--- config.mk ---
export PLATFORM = sky130hd
export DESIGN_NAME = mii_rx_frame
export DESIGN_NICKNAME = d
export VERILOG_FILES = /design/src/rtl/mii_rx_pkg.sv /design/src/rtl/mii_rx_frame_crc32_byte.sv /design/src/rtl/mii_rx_frame.sv
export SDC_FILE = /design/constraint.sdc
export NUM_CORES = 1
export LEC_CHECK = 0
export CORE_MARGIN = 1
export CORE_UTILIZATION = 36
export DETAILED_ROUTE_END_ITERATION = 10
export SETUP_SLACK_MARGIN = 0.02
export SLEW_MARGIN = 20
export SYNTH_ARGS = -nofsm -noshare
export SYNTH_HDL_FRONTEND = slang
export SYNTH_SLANG_ARGS = --single-unit
--- constraint.sdc ---
create_clock -name clk -period 12.3 [get_ports clk]
set_input_delay 2.46 -clock clk [delete_from_list [all_inputs] [get_ports clk]]
set_output_delay 2.46 -clock clk [all_outputs]
set_load 0.1 [all_outputs]
--- src/rtl/mii_rx_pkg.sv ---
// Shared types and constants for the MII receive frame path.
package mii_rx_pkg;

    typedef enum logic [2:0] {
        ST_IDLE,
        ST_PRE,
        ST_HDR,
        ST_PAY,
        ST_DROP,
        ST_END
    } state_t;

    localparam logic [3:0]  PRE_NIB     = 4'h5;
    localparam logic [3:0]  SFD_NIB     = 4'hD;
    localparam int unsigned DST_LAST    = 5;
    localparam int unsigned HDR_BYTES   = 14;
    localparam int unsigned FCS_BYTES   = 4;
    localparam logic [31:0] CRC_RESIDUE = 32'hC704DD7B;

    localparam int unsigned ERR_PHY = 0;
    localparam int unsigned ERR_LEN = 1;
    localparam int unsigned ERR_CRC = 2;

    function automatic logic [3:0] keep_mask(input logic [2:0] n);
        case (n)
            3'd0:    return 4'b0000;
            3'd1:    return 4'b0001;
            3'd2:    return 4'b0011;
            3'd3:    return 4'b0111;
            default: return 4'b1111;
        endcase
    endfunction

    function automatic logic [31:0] bitrev32(input logic [31:0] v);
        return {<<{v}};
    endfunction

endpackage

--- src/rtl/mii_rx_frame_crc32_byte.sv ---
// Combinational reflected CRC-32 (poly 0x04C11DB7) update over one byte.
// Only instantiated when MII_RX_CRC_EN is defined.
module crc32_byte (
    input  logic [31:0] crc_in,
    input  logic [7:0]  data_in,
    output logic [31:0] crc_out
);

    logic [31:0] c;

    always_comb begin
        c = crc_in ^ {24'h0, data_in};
        for (int unsigned i = 0; i < 8; i++) begin
            c = c[0] ? ((c >> 1) ^ 32'hEDB88320) : (c >> 1);
        end
        crc_out = c;
    end

endmodule

--- src/rtl/mii_rx_frame.sv ---
// MII receive framer: strips preamble/SFD, filters dst MAC and EtherType, packs payload
// into 32-bit words with the FCS withheld. Define MII_RX_CRC_EN to enable FCS checking.
module mii_rx_frame
    import mii_rx_pkg::*;
#(
    parameter logic [47:0] MAC_ADDR  = 48'h8F54_0000_1654,
    parameter logic [15:0] ETH_TYPE  = 16'h005c,
    parameter int unsigned MAX_BYTES = 1518,
    parameter int unsigned MIN_BYTES = 64,
    parameter bit          PROMISC   = 1'b0
) (
    input  logic        clk,
    input  logic        rst,
    input  logic [3:0]  phy_rxd,
    input  logic        phy_rx_dv,
    input  logic        phy_rx_er,
    output logic [31:0] rx_data,
    output logic        rx_valid,
    output logic        rx_last,
    output logic [3:0]  rx_keep,
    output logic        rx_done,
    output logic        rx_good,
    output logic [2:0]  rx_err,
    output logic [47:0] rx_src_mac,
    output logic [15:0] rx_eth_type
);

    localparam logic [10:0] MAX_B = 11'(MAX_BYTES);
    localparam logic [10:0] MIN_B = 11'(MIN_BYTES);

    state_t      state_q, state_d;
    logic        dv_prev_q;
    logic        nib_odd_q, nib_odd_d;
    logic [3:0]  lo_nib_q, lo_nib_d;
    logic [10:0] cnt_q, cnt_d, cnt_inc;
    logic [55:0] sh_q, sh_d;
    logic [31:0] dl_q, dl_d;
    logic [2:0]  dl_cnt_q, dl_cnt_d;
    logic [31:0] wd_q, wd_d;
    logic [2:0]  wcnt_q, wcnt_d;
    logic [2:0]  err_q, err_d, err_fin;

    logic [31:0] rx_data_q, rx_data_d;
    logic        rx_valid_q, rx_valid_d;
    logic        rx_last_q, rx_last_d;
    logic [3:0]  rx_keep_q, rx_keep_d;
    logic        rx_done_q, rx_done_d;
    logic        rx_good_q, rx_good_d;
    logic [2:0]  rx_err_q, rx_err_d;
    logic [47:0] rx_src_mac_q, rx_src_mac_d;
    logic [15:0] rx_eth_type_q, rx_eth_type_d;

    logic [7:0]  byte_w, pack_b;
    logic        byte_en, dst_ok, type_ok, crc_bad;

    assign byte_w  = {phy_rxd, lo_nib_q};
    assign byte_en = phy_rx_dv && nib_odd_q && (state_q == ST_HDR || state_q == ST_PAY);
    assign cnt_inc = (cnt_q == '1) ? cnt_q : cnt_q + 11'd1;
    assign dst_ok  = PROMISC || ({sh_q[39:0], byte_w} == MAC_ADDR) || ({sh_q[39:0], byte_w} == '1);
    assign type_ok = PROMISC || ({sh_q[7:0], byte_w} == ETH_TYPE);
    assign pack_b  = dl_q[7:0];

`ifdef MII_RX_CRC_EN
    logic [31:0] crc_q, crc_d, crc_nx;

    crc32_byte u_crc (
        .crc_in  (crc_q),
        .data_in (byte_w),
        .crc_out (crc_nx)
    );

    always_comb begin
        crc_d = crc_q;
        if (state_q == ST_PRE) begin
            crc_d = '1;
        end else if (byte_en) begin
            crc_d = crc_nx;
        end
    end

    always_ff @(posedge clk or posedge rst) begin
        if (rst) crc_q <= '1;
        else     crc_q <= crc_d;
    end

    // Register holds the reflected CRC; residue constant is in normal bit order.
    assign crc_bad = (bitrev32(crc_q) != CRC_RESIDUE);
`else
    assign crc_bad = 1'b0;
`endif

    always_comb begin
        state_d       = state_q;
        nib_odd_d     = nib_odd_q;
        lo_nib_d      = lo_nib_q;
        cnt_d         = cnt_q;
        sh_d          = sh_q;
        dl_d          = dl_q;
        dl_cnt_d      = dl_cnt_q;
        wd_d          = wd_q;
        wcnt_d        = wcnt_q;
        err_d         = err_q;
        rx_data_d     = rx_data_q;
        rx_valid_d    = 1'b0;
        rx_last_d     = 1'b0;
        rx_keep_d     = rx_keep_q;
        rx_done_d     = 1'b0;
        rx_good_d     = rx_good_q;
        rx_err_d      = rx_err_q;
        rx_src_mac_d  = rx_src_mac_q;
        rx_eth_type_d = rx_eth_type_q;
        err_fin       = err_q;
        err_fin[ERR_CRC] = crc_bad;

        if ((state_q == ST_HDR || state_q == ST_PAY) && phy_rx_dv) begin
            if (!nib_odd_q) lo_nib_d = phy_rxd;
            nib_odd_d = !nib_odd_q;
            if (phy_rx_er) err_d[ERR_PHY] = 1'b1;
        end

        case (state_q)
            ST_IDLE: begin
                // Rising dv only: a frame already in flight at reset release is ignored.
                if (phy_rx_dv && !dv_prev_q && phy_rxd == PRE_NIB) state_d = ST_PRE;
            end
            ST_PRE: begin
                if (!phy_rx_dv) begin
                    state_d = ST_IDLE;
                end else if (phy_rxd == SFD_NIB) begin
                    state_d   = ST_HDR;
                    cnt_d     = '0;
                    nib_odd_d = 1'b0;
                    err_d     = '0;
                    dl_cnt_d  = '0;
                    wcnt_d    = '0;
                    wd_d      = '0;
                end else if (phy_rxd != PRE_NIB) begin
                    state_d = ST_DROP;
                end
            end
            ST_HDR: begin
                if (!phy_rx_dv) begin
                    state_d = ST_IDLE;
                end else if (byte_en) begin
                    sh_d  = {sh_q[47:0], byte_w};
                    cnt_d = cnt_inc;
                    if (cnt_q == 11'(DST_LAST) && !dst_ok) state_d = ST_DROP;
                    if (cnt_q == 11'(HDR_BYTES - 1)) begin
                        if (type_ok) begin
                            rx_src_mac_d  = sh_q[55:8];
                            rx_eth_type_d = {sh_q[7:0], byte_w};
                            state_d       = ST_PAY;
                        end else begin
                            state_d = ST_DROP;
                        end
                    end
                end
            end
            ST_PAY: begin
                if (!phy_rx_dv) begin
                    if (nib_odd_q) err_d[ERR_PHY] = 1'b1;
                    if (cnt_q < MIN_B || cnt_q > MAX_B) err_d[ERR_LEN] = 1'b1;
                    state_d = ST_END;
                end else if (byte_en) begin
                    cnt_d = cnt_inc;
                    dl_d  = {byte_w, dl_q[31:8]};
                    if (cnt_q >= MAX_B) begin
                        // Oversize: discard the partial word so nothing more is emitted.
                        err_d[ERR_LEN] = 1'b1;
                        wcnt_d         = '0;
                    end else if (dl_cnt_q == 3'(FCS_BYTES)) begin
                        if (wcnt_q == 3'd4) begin
                            rx_valid_d = 1'b1;
                            rx_data_d  = wd_q;
                            rx_keep_d  = 4'hF;
                            wd_d       = {24'h0, pack_b};
                            wcnt_d     = 3'd1;
                        end else begin
                            case (wcnt_q[1:0])
                                2'd0:    wd_d[7:0]   = pack_b;
                                2'd1:    wd_d[15:8]  = pack_b;
                                2'd2:    wd_d[23:16] = pack_b;
                                default: wd_d[31:24] = pack_b;
                            endcase
                            wcnt_d = wcnt_q + 3'd1;
                        end
                    end else begin
                        dl_cnt_d = dl_cnt_q + 3'd1;
                    end
                end
            end
            ST_END: begin
                if (wcnt_q != 3'd0) begin
                    rx_valid_d = 1'b1;
                    rx_last_d  = 1'b1;
                    rx_data_d  = wd_q;
                    rx_keep_d  = keep_mask(wcnt_q);
                end
                rx_done_d = 1'b1;
                rx_err_d  = err_fin;
                rx_good_d = (err_fin == '0);
                state_d   = ST_IDLE;
            end
            ST_DROP: begin
                if (!phy_rx_dv) state_d = ST_IDLE;
            end
            default: state_d = ST_IDLE;
        endcase
    end

    always_ff @(posedge clk or posedge rst) begin
        if (rst) begin
            state_q       <= ST_IDLE;
            dv_prev_q     <= 1'b1;
            nib_odd_q     <= 1'b0;
            lo_nib_q      <= '0;
            cnt_q         <= '0;
            sh_q          <= '0;
            dl_q          <= '0;
            dl_cnt_q      <= '0;
            wd_q          <= '0;
            wcnt_q        <= '0;
            err_q         <= '0;
            rx_data_q     <= '0;
            rx_valid_q    <= 1'b0;
            rx_last_q     <= 1'b0;
            rx_keep_q     <= '0;
            rx_done_q     <= 1'b0;
            rx_good_q     <= 1'b0;
            rx_err_q      <= '0;
            rx_src_mac_q  <= '0;
            rx_eth_type_q <= '0;
        end else begin
            state_q       <= state_d;
            dv_prev_q     <= phy_rx_dv;
            nib_odd_q     <= nib_odd_d;
            lo_nib_q      <= lo_nib_d;
            cnt_q         <= cnt_d;
            sh_q          <= sh_d;
            dl_q          <= dl_d;
            dl_cnt_q      <= dl_cnt_d;
            wd_q          <= wd_d;
            wcnt_q        <= wcnt_d;
            err_q         <= err_d;
            rx_data_q     <= rx_data_d;
            rx_valid_q    <= rx_valid_d;
            rx_last_q     <= rx_last_d;
            rx_keep_q     <= rx_keep_d;
            rx_done_q     <= rx_done_d;
            rx_good_q     <= rx_good_d;
            rx_err_q      <= rx_err_d;
            rx_src_mac_q  <= rx_src_mac_d;
            rx_eth_type_q <= rx_eth_type_d;
        end
    end

    assign rx_data     = rx_data_q;
    assign rx_valid    = rx_valid_q;
    assign rx_last     = rx_last_q;
    assign rx_keep     = rx_keep_q;
    assign rx_done     = rx_done_q;
    assign rx_good     = rx_good_q;
    assign rx_err      = rx_err_q;
    assign rx_src_mac  = rx_src_mac_q;
    assign rx_eth_type = rx_eth_type_q;

endmodule
==> key figures, run 1 <==
Logic synthesis
  • Mapped cell area: just over 0.01 mm^2
  • Count of unique library cells instantiated by Yosys: a little over 60
  • Synth top area share: 0.619
  • Synth Flop Type: dfrtp_1
  • Leading area contributor after synthesis: dfrtp_1
  • Number of synthesized register bits: 254
  • Synth top area cells: dfrtp_1 62%, mux2_2 19%, a22o_1 2.8%
  • Register area share after synthesis: 0.621
  • Async S/R FF share, synth: 1.00
  • Synthesis Warnings: 0
  • Synth Area per Inst: roughly 14 um^2
  • Post-synth EDFFs: 0
  • Mapped Nets: 725
  • Syn Inst Count: approximately 710

Place
  • Port Buf Inserts: around 110
  • DP HPWL: roughly 14 mm
  • Placer Congestion: approximately 0.8
  • Dpl ws: roughly 6.5 ns
  • Placed cell area: 0.0117 mm^2

Route
  • Vias: 6,043
  • DRC errors left: 0
  • Routed Antenna Nets: 0
  • DR vias/cell: 4.95
  • First drt pass iteration count: 4
  • Avg WL per Cell: around 17 um
  • Post-Route WL: roughly 21 mm
  • First DRT Iteration DRCs: around 410

Global routing
  • Largest net degree at the start of global routing: a little over 100
  • Total GRT Usage: 0.149
  • First-pass GRT wire length: ~35 mm
  • M2 GR Usage: 0.236
  • GRT busiest layer: met2
  • Met3 Use GR: 0.0238
  • Grt ovf: 0
  • Vias in the first global route: slightly above 6,000
  • Initial antenna violation count: 0
  • GRT met1 Usage: 0.214

Setup path
  • Startpoint type of the worst setup path: input pin
  • Critical path class: in -> reg
  • CP required: approximately 13 ns
  • Crit end category: flop
  • Max FO, Critical Path: between 60 and 70
  • CP arrival: 5.64 ns

Timing
  • FMAX: 191 MHz
  • Endpoints failing hold: 0
  • Setup Skew: 0.00938 ns
  • Relative slew slack: 0.308
  • Final period util: 0.425
  • Setup TNS: 0 ns
  • Setup-failing EPs final: 0
  • Worst-Margin Slew: between 1 and 1.5 ns
  • Final min period: ~5.2 ns
  • Final count of pins violating max slew: 0
  • RSZ-0062 raised after global routing: false
  • Final hold slack: about 0.47 ns
  • Fin worst setup slack: slightly above 7 ns

Clocking
  • TritonCTS Sinks: approximately 250
  • Number of CTS-inserted buffers: 28
  • H-tree levels: 1
  • Worst-path clk slew: around 0.06 ns
  • CTS tree: built
  • CTS Root Buffer Type: clkbuf_16
  • Quantity of gates resized following cts: 0
  • Hold_buf cts: 0
  • Setup bufs post-CTS: 0
  • Clk Latency, worst-skew pair: 0.53 ns
  • Clock Path Buffers: 3

Die
  • DIE AREA: between 0.02 and 0.03 mm^2
  • Height of the die: 171 um
  • Num rows: 61
  • Core area: about 0.028 mm^2
  • Initial core utilization: 0.367
  • I/O Pins: between 100 and 150
  • Die X: between 150 and 200 um

Run
  • MaxCap Viol Count: 0

Finish
  • Antenna Diode Count: 0
  • Fillers: around 2,500
  • Share of post-route cells with drive strength above 1: 0.293
  • Final Instance Area: between 0.01 and 0.015 mm^2
  • Fin nets: ~840
  • Area Overhead vs Synth: 24.0%

Hold path
  • Min-delay worst type: reg -> reg

Run status
  • Status: completed

Pwr
  • LEAKAGE: between 5 and 6 nW
  • Power per cell area: between 150 and 200 mW/mm^2
  • VDD IR max: between 80 and 90 uV
[stage by stage]
step	utilization	cells	total power [mW]
after floorplan	-	707	1.11
after global placement	0.420	1172	1.17
final	0.456	1221	2.02
after global routing	0.456	1221	2.11
after detailed placement	0.420	1172	1.17
after CTS	0.455	1221	2.06
[Yosys cell counts, drive strengths merged, types with 6 or more instances]
library cell,instances
dfrtp,253
mux2,176
a22o,33
nand2,30
buf,24
inv,16
nand4,14
nor2b,14
nor2,12
ha,10
nor4,10
mux2i,8
nand3,8
nor3,8
a21oi,7
clkbuf,6
o21ai,6
[final cells by class]
cell class / count / area (um^2) / share of cell area
Sequential cell: 254 / 6360 / 0.501
Multi-Input combinational cell: 407 / 3640 / 0.286
Timing Repair Buffer: 117 / 1160 / 0.0918
Clock buffer: 43 / 888 / 0.0700
Tap cell: 378 / 473 / 0.0373
Clock inverter: 6 / 105 / 0.00828
Inverter: 16 / 67.6 / 0.00532
[where the power goes]
| part | leakage, nW | switching [mW] | internal [mW] | total [mW] |
|---|---|---|---|---|
| logic | 1.97 | 0.171 | 0.0751 | 0.247 |
| registers | 3.51 | 0.0343 | 0.869 | 0.904 |
| clock network | 0.494 | 0.320 | 0.555 | 0.875 |
| total | 5.97 | 0.526 | 1.50 | 2.02 |
[registers in the layout, indices dropped and copies added (netlist names)]
register and cells:
cnt_q 11, nib_odd_q 1, wd_q 32, rx_src_mac 48, state_q 3, rx_valid 1, rx_data 32, rx_good 1
rx_done 1, err_q 2, sh_q 56, rx_eth_type 16, rx_keep 4, dl_cnt_q 3, dv_prev_q 1, rx_err 2
rx_last 1, wcnt_q 3, dl_q 32, lo_nib_q 4
[worst paths after layout]
kind / startpoint / end / slack (ns) / cells after the start
max: phy_rx_dv / rx_src_mac[45] / 7.07 / 7
min: rx_eth_type[6] / rx_eth_type[6] / 0.47 / 1
max reg2reg: state_q[2] / rx_src_mac[45] / 9.16 / 6
min reg2reg: rx_eth_type[6] / rx_eth_type[6] / 0.47 / 1
max in group asynchronous: rst / dl_q[6] / 8.44 / 3
min in group asynchronous: rst / rx_eth_type[2] / 2.47 / 2
[kinds of logic after synthesis]
kind of cell	share of synthesized area
simple gates	0.0742
xor+xnor	0.00171
compound gates	0.0649
fa+ha+maj	0.0122
flops	0.621
mux	0.201
other cells	0.000366
buf+inv	0.0238
[worst max-delay path, cell delays in order]
cell,delay [ns]
clkdlybuf4s50_1,0.64
and4b_1,0.43
and2_2,0.20
buf_4,0.57
and2_2,0.27
buf_4,0.58
mux2_2,0.41
[cells in the final DEF (no fill, tap or decap), types with 3 or more instances in the layout]
cell type,netlist,layout
and2_2,0,3
nand4_1,13,13
nor3_1,6,6
mux2i_1,8,8
inv_1,15,14
o31ai_1,3,3
dfrtp_1,253,253
clkbuf_8,0,11
nand3_1,8,8
or4_1,5,5
o21ai_0,5,5
buf_4,9,3
clkbuf_1,6,3
and3_1,3,3
nand3b_1,3,3
clkbuf_16,0,29
a22o_1,33,33
clkdlybuf4s50_1,0,113
o22a_1,3,3
mux2_2,176,176
or2_2,4,4
nor2b_1,14,14
a21oi_1,5,5
nand2_1,29,29
nand2b_1,4,4
a211oi_1,3,3
nor2_1,12,12
clkinv_2,0,3
nor4_1,10,10
o22ai_1,4,4
ha_1,10,10
bufinv_16,0,3
[metal layers]
metal / vias up / part of all wire
li1: 2837 / -
met2: 130 / 0.46
met3: 30 / 0.039
met1: 3046 / 0.48
met4: 0 / 0.018
met5: - / 0
No activity file was read; power rests on OpenSTA's default activity.
==> run 2, diff against run 1 <==
- clock period: 12.3 -> 4.5 ns (I/O delays scaled with it)
==> run 2 against run 1 <==
Against the previous run: die area unchanged; flip-flop and latch count unchanged; non-clock buffer count increased by 3; design area about the same; combinational power increased to 2.7 times the previous value; sequential power increased to 2.7 times the previous value; power increased to 2.7 times the previous value; worst setup slack got worse by 5.9 ns; routed wire length increased by 0.93%; critical path depth unchanged; critical path type unchanged.
==> key figures, run 2 (synthesized netlist as in run 1, its figures left out) <==
Pwr
  • VDD IR max: between 200 and 300 uV
  • LEAKAGE: 5.97 nW
  • Power per cell area: about 430 mW/mm^2
  • Overall Power: 5.46 mW

Timing
  • Setup TNS: 0 ns
  • Relative slew slack: 0.306
  • Setup-failing EPs final: 0
  • Setup Skew: ~0.012 ns
  • FMAX: around 300 MHz
  • Final count of pins violating max slew: 0
  • Final period util: 0.740
  • Final min period: around 3.3 ns
  • Endpoints failing hold: 0
  • Worst-Margin Slew: about 1.0 ns
  • RSZ-0062 raised after global routing: false

Global routing
  • First-pass GRT wire length: between 30 and 40 mm
  • Grt ovf: 0
  • Vias in the first global route: around 6,200
  • Total GRT Usage: 0.150
  • Largest net degree at the start of global routing: approximately 120
  • Initial antenna violation count: 0

Hold path
  • Min-delay worst type: reg -> reg
  • Worst hold path endpoint: rx_keep[0]
  • Hold_sp: rx_keep[0]
  • Hold depth: 1

Clocking
  • H-tree levels: 1
  • Setup bufs post-CTS: 0
  • Worst-path clk slew: approximately 0.060 ns
  • CTS tree: built
  • Hold_buf cts: 0
  • Quantity of gates resized following cts: 0
  • Number of CTS-inserted buffers: 28
  • TritonCTS Sinks: ~250
  • Clk Latency, worst-skew pair: around 0.53 ns
  • CTS Root Buffer Type: clkbuf_16
  • Clock Path Buffers: 3

Finish
  • Area Overhead vs Synth: 24.1%
  • Commonest non-fill, non-tap cell in the layout: dfrtp_1
  • Non-filler cells, final: between 1,000 and 1,500
  • Fin nets: between 800 and 900
  • Register area: about 0.0064 mm^2
  • Share of post-route cells with drive strength above 1: 0.294
  • Largest Register: sh_q
  • Max reg flops: 56
  • Multi-input gate area: between 0.003 and 0.004 mm^2
  • Most frequent cells in the layout: 253 x dfrtp_1, 176 x mux2_2, 113 x clkdlybuf4s50_1, 33 x a22o_1
  • Antenna Diode Count: 0
  • Fillers: 2,534

Setup path
  • Reg2reg end: rx_data[6]
  • Crit path cell chain: clkdlybuf4s50_1, and4b_1, nand2_4, a211oi_4, a31oi_4, inv_2, mux2_2
  • Reg2reg path depth: 6
  • Flop-to-flop setup slack: 1.73 ns
  • Crit-path max cell delay: around 0.67 ns
  • CP arrival: 3.74 ns
  • Crit end category: flop
  • Slowest CP cell: clkdlybuf4s50_1
  • Max FO, Critical Path: 22
  • Critical path class: in -> reg
  • Reg2Reg Launch Point: state_q[2]
  • Startpoint type of the worst setup path: input pin
  • CP required: between 4 and 5 ns

Die
  • I/O Pins: around 120
  • Num rows: ~60
  • Die X: around 170 um
  • DIE AREA: 0.0291 mm^2
  • Height of the die: about 170 um
  • Initial core utilization: 0.367
  • Core area: 0.0279 mm^2

Route
  • Routed Antenna Nets: 0
  • First drt pass iteration count: 4
  • Vias: 6,094
  • Avg WL per Cell: between 15 and 20 um
  • DR vias/cell: ~5.0
  • DRC errors left: 0
  • Post-Route WL: roughly 21 mm
  • First DRT Iteration DRCs: between 300 and 400

Run status
  • Status: completed

Place
  • Port Buf Inserts: approximately 110
  • DP HPWL: approximately 14 mm
  • Post-placement cell count: about 1,200
  • Placer Congestion: a little over 0.8

Run
  • MaxCap Viol Count: 0
run 2: cell types whose count changed in the layout (fill, tap and decap cells not counted), sizes merged:
cell	previous run	this run
clkinv	3	9
clkinvlp	0	2
clkbuf	43	37
buf	4	7
inv	16	15
run 2: power breakdown:
part           total [mW]  switching, mW  internal (mW)
Combinational       0.678          0.470          0.208
Sequential           2.47         0.0986           2.38
Clock                2.31          0.899           1.41
run 2: final cells by class:
cell class | count | share of cell area
clock buffer | 37 | 0.0626
multi-input combinational | 407 | 0.286
sequential | 254 | 0.500
timing repair buffer | 120 | 0.0971
inverter | 16 | 0.00502
clock inverter | 13 | 0.0115
tap | 378 | 0.0372
run 2: worst max-delay path by stage:
stage / cells past startpoint / to / from
4_1_cts: 7 / rx_data[1] / phy_rx_dv
3_3_place_gp: 7 / rx_data[2] / phy_rx_dv
3_5_place_dp: 7 / rx_data[1] / phy_rx_dv
2_1_floorplan: 1 / cnt_q[0] / rst
5_1_grt: 7 / rx_data[7] / phy_rx_dv
6_report: 7 / rx_data[6] / phy_rx_dv
run 2: metal layers:
metal  vias to the layer above  global-route usage  wire length (um)
met1                      3102               0.215             10000
met5                         -                   0                 0
met3                        32              0.0305              1020
met4                         0              0.0353               421
li1                       2825                   -                 -
met2                       135               0.231              9510
run 2: stage by stage:
| step | hold WS [ns] | setup slack, ns | cell area (um^2) | utilization |
|---|---|---|---|---|
| CTS | 0.472 | 1.18 | 12700 | 0.456 |
| detailed placement | 0.455 | 0.623 | 11800 | 0.422 |
| global placement | 0.456 | 0.709 | 11800 | 0.422 |
| finish | 0.465 | 1.17 | 12700 | 0.456 |
| global route | 0.504 | 0.949 | 12700 | 0.456 |
| floorplan | 0.449 | 0.257 | 10200 | - |
run 2: worst max-delay path: cells and delay by family:
kind,cells,cell delay [ns]
buffers and inverters,2,1.05
AOI/OAI and AO/OA,2,0.76
and+or+nand+nor,2,0.65
muxes,1,0.37
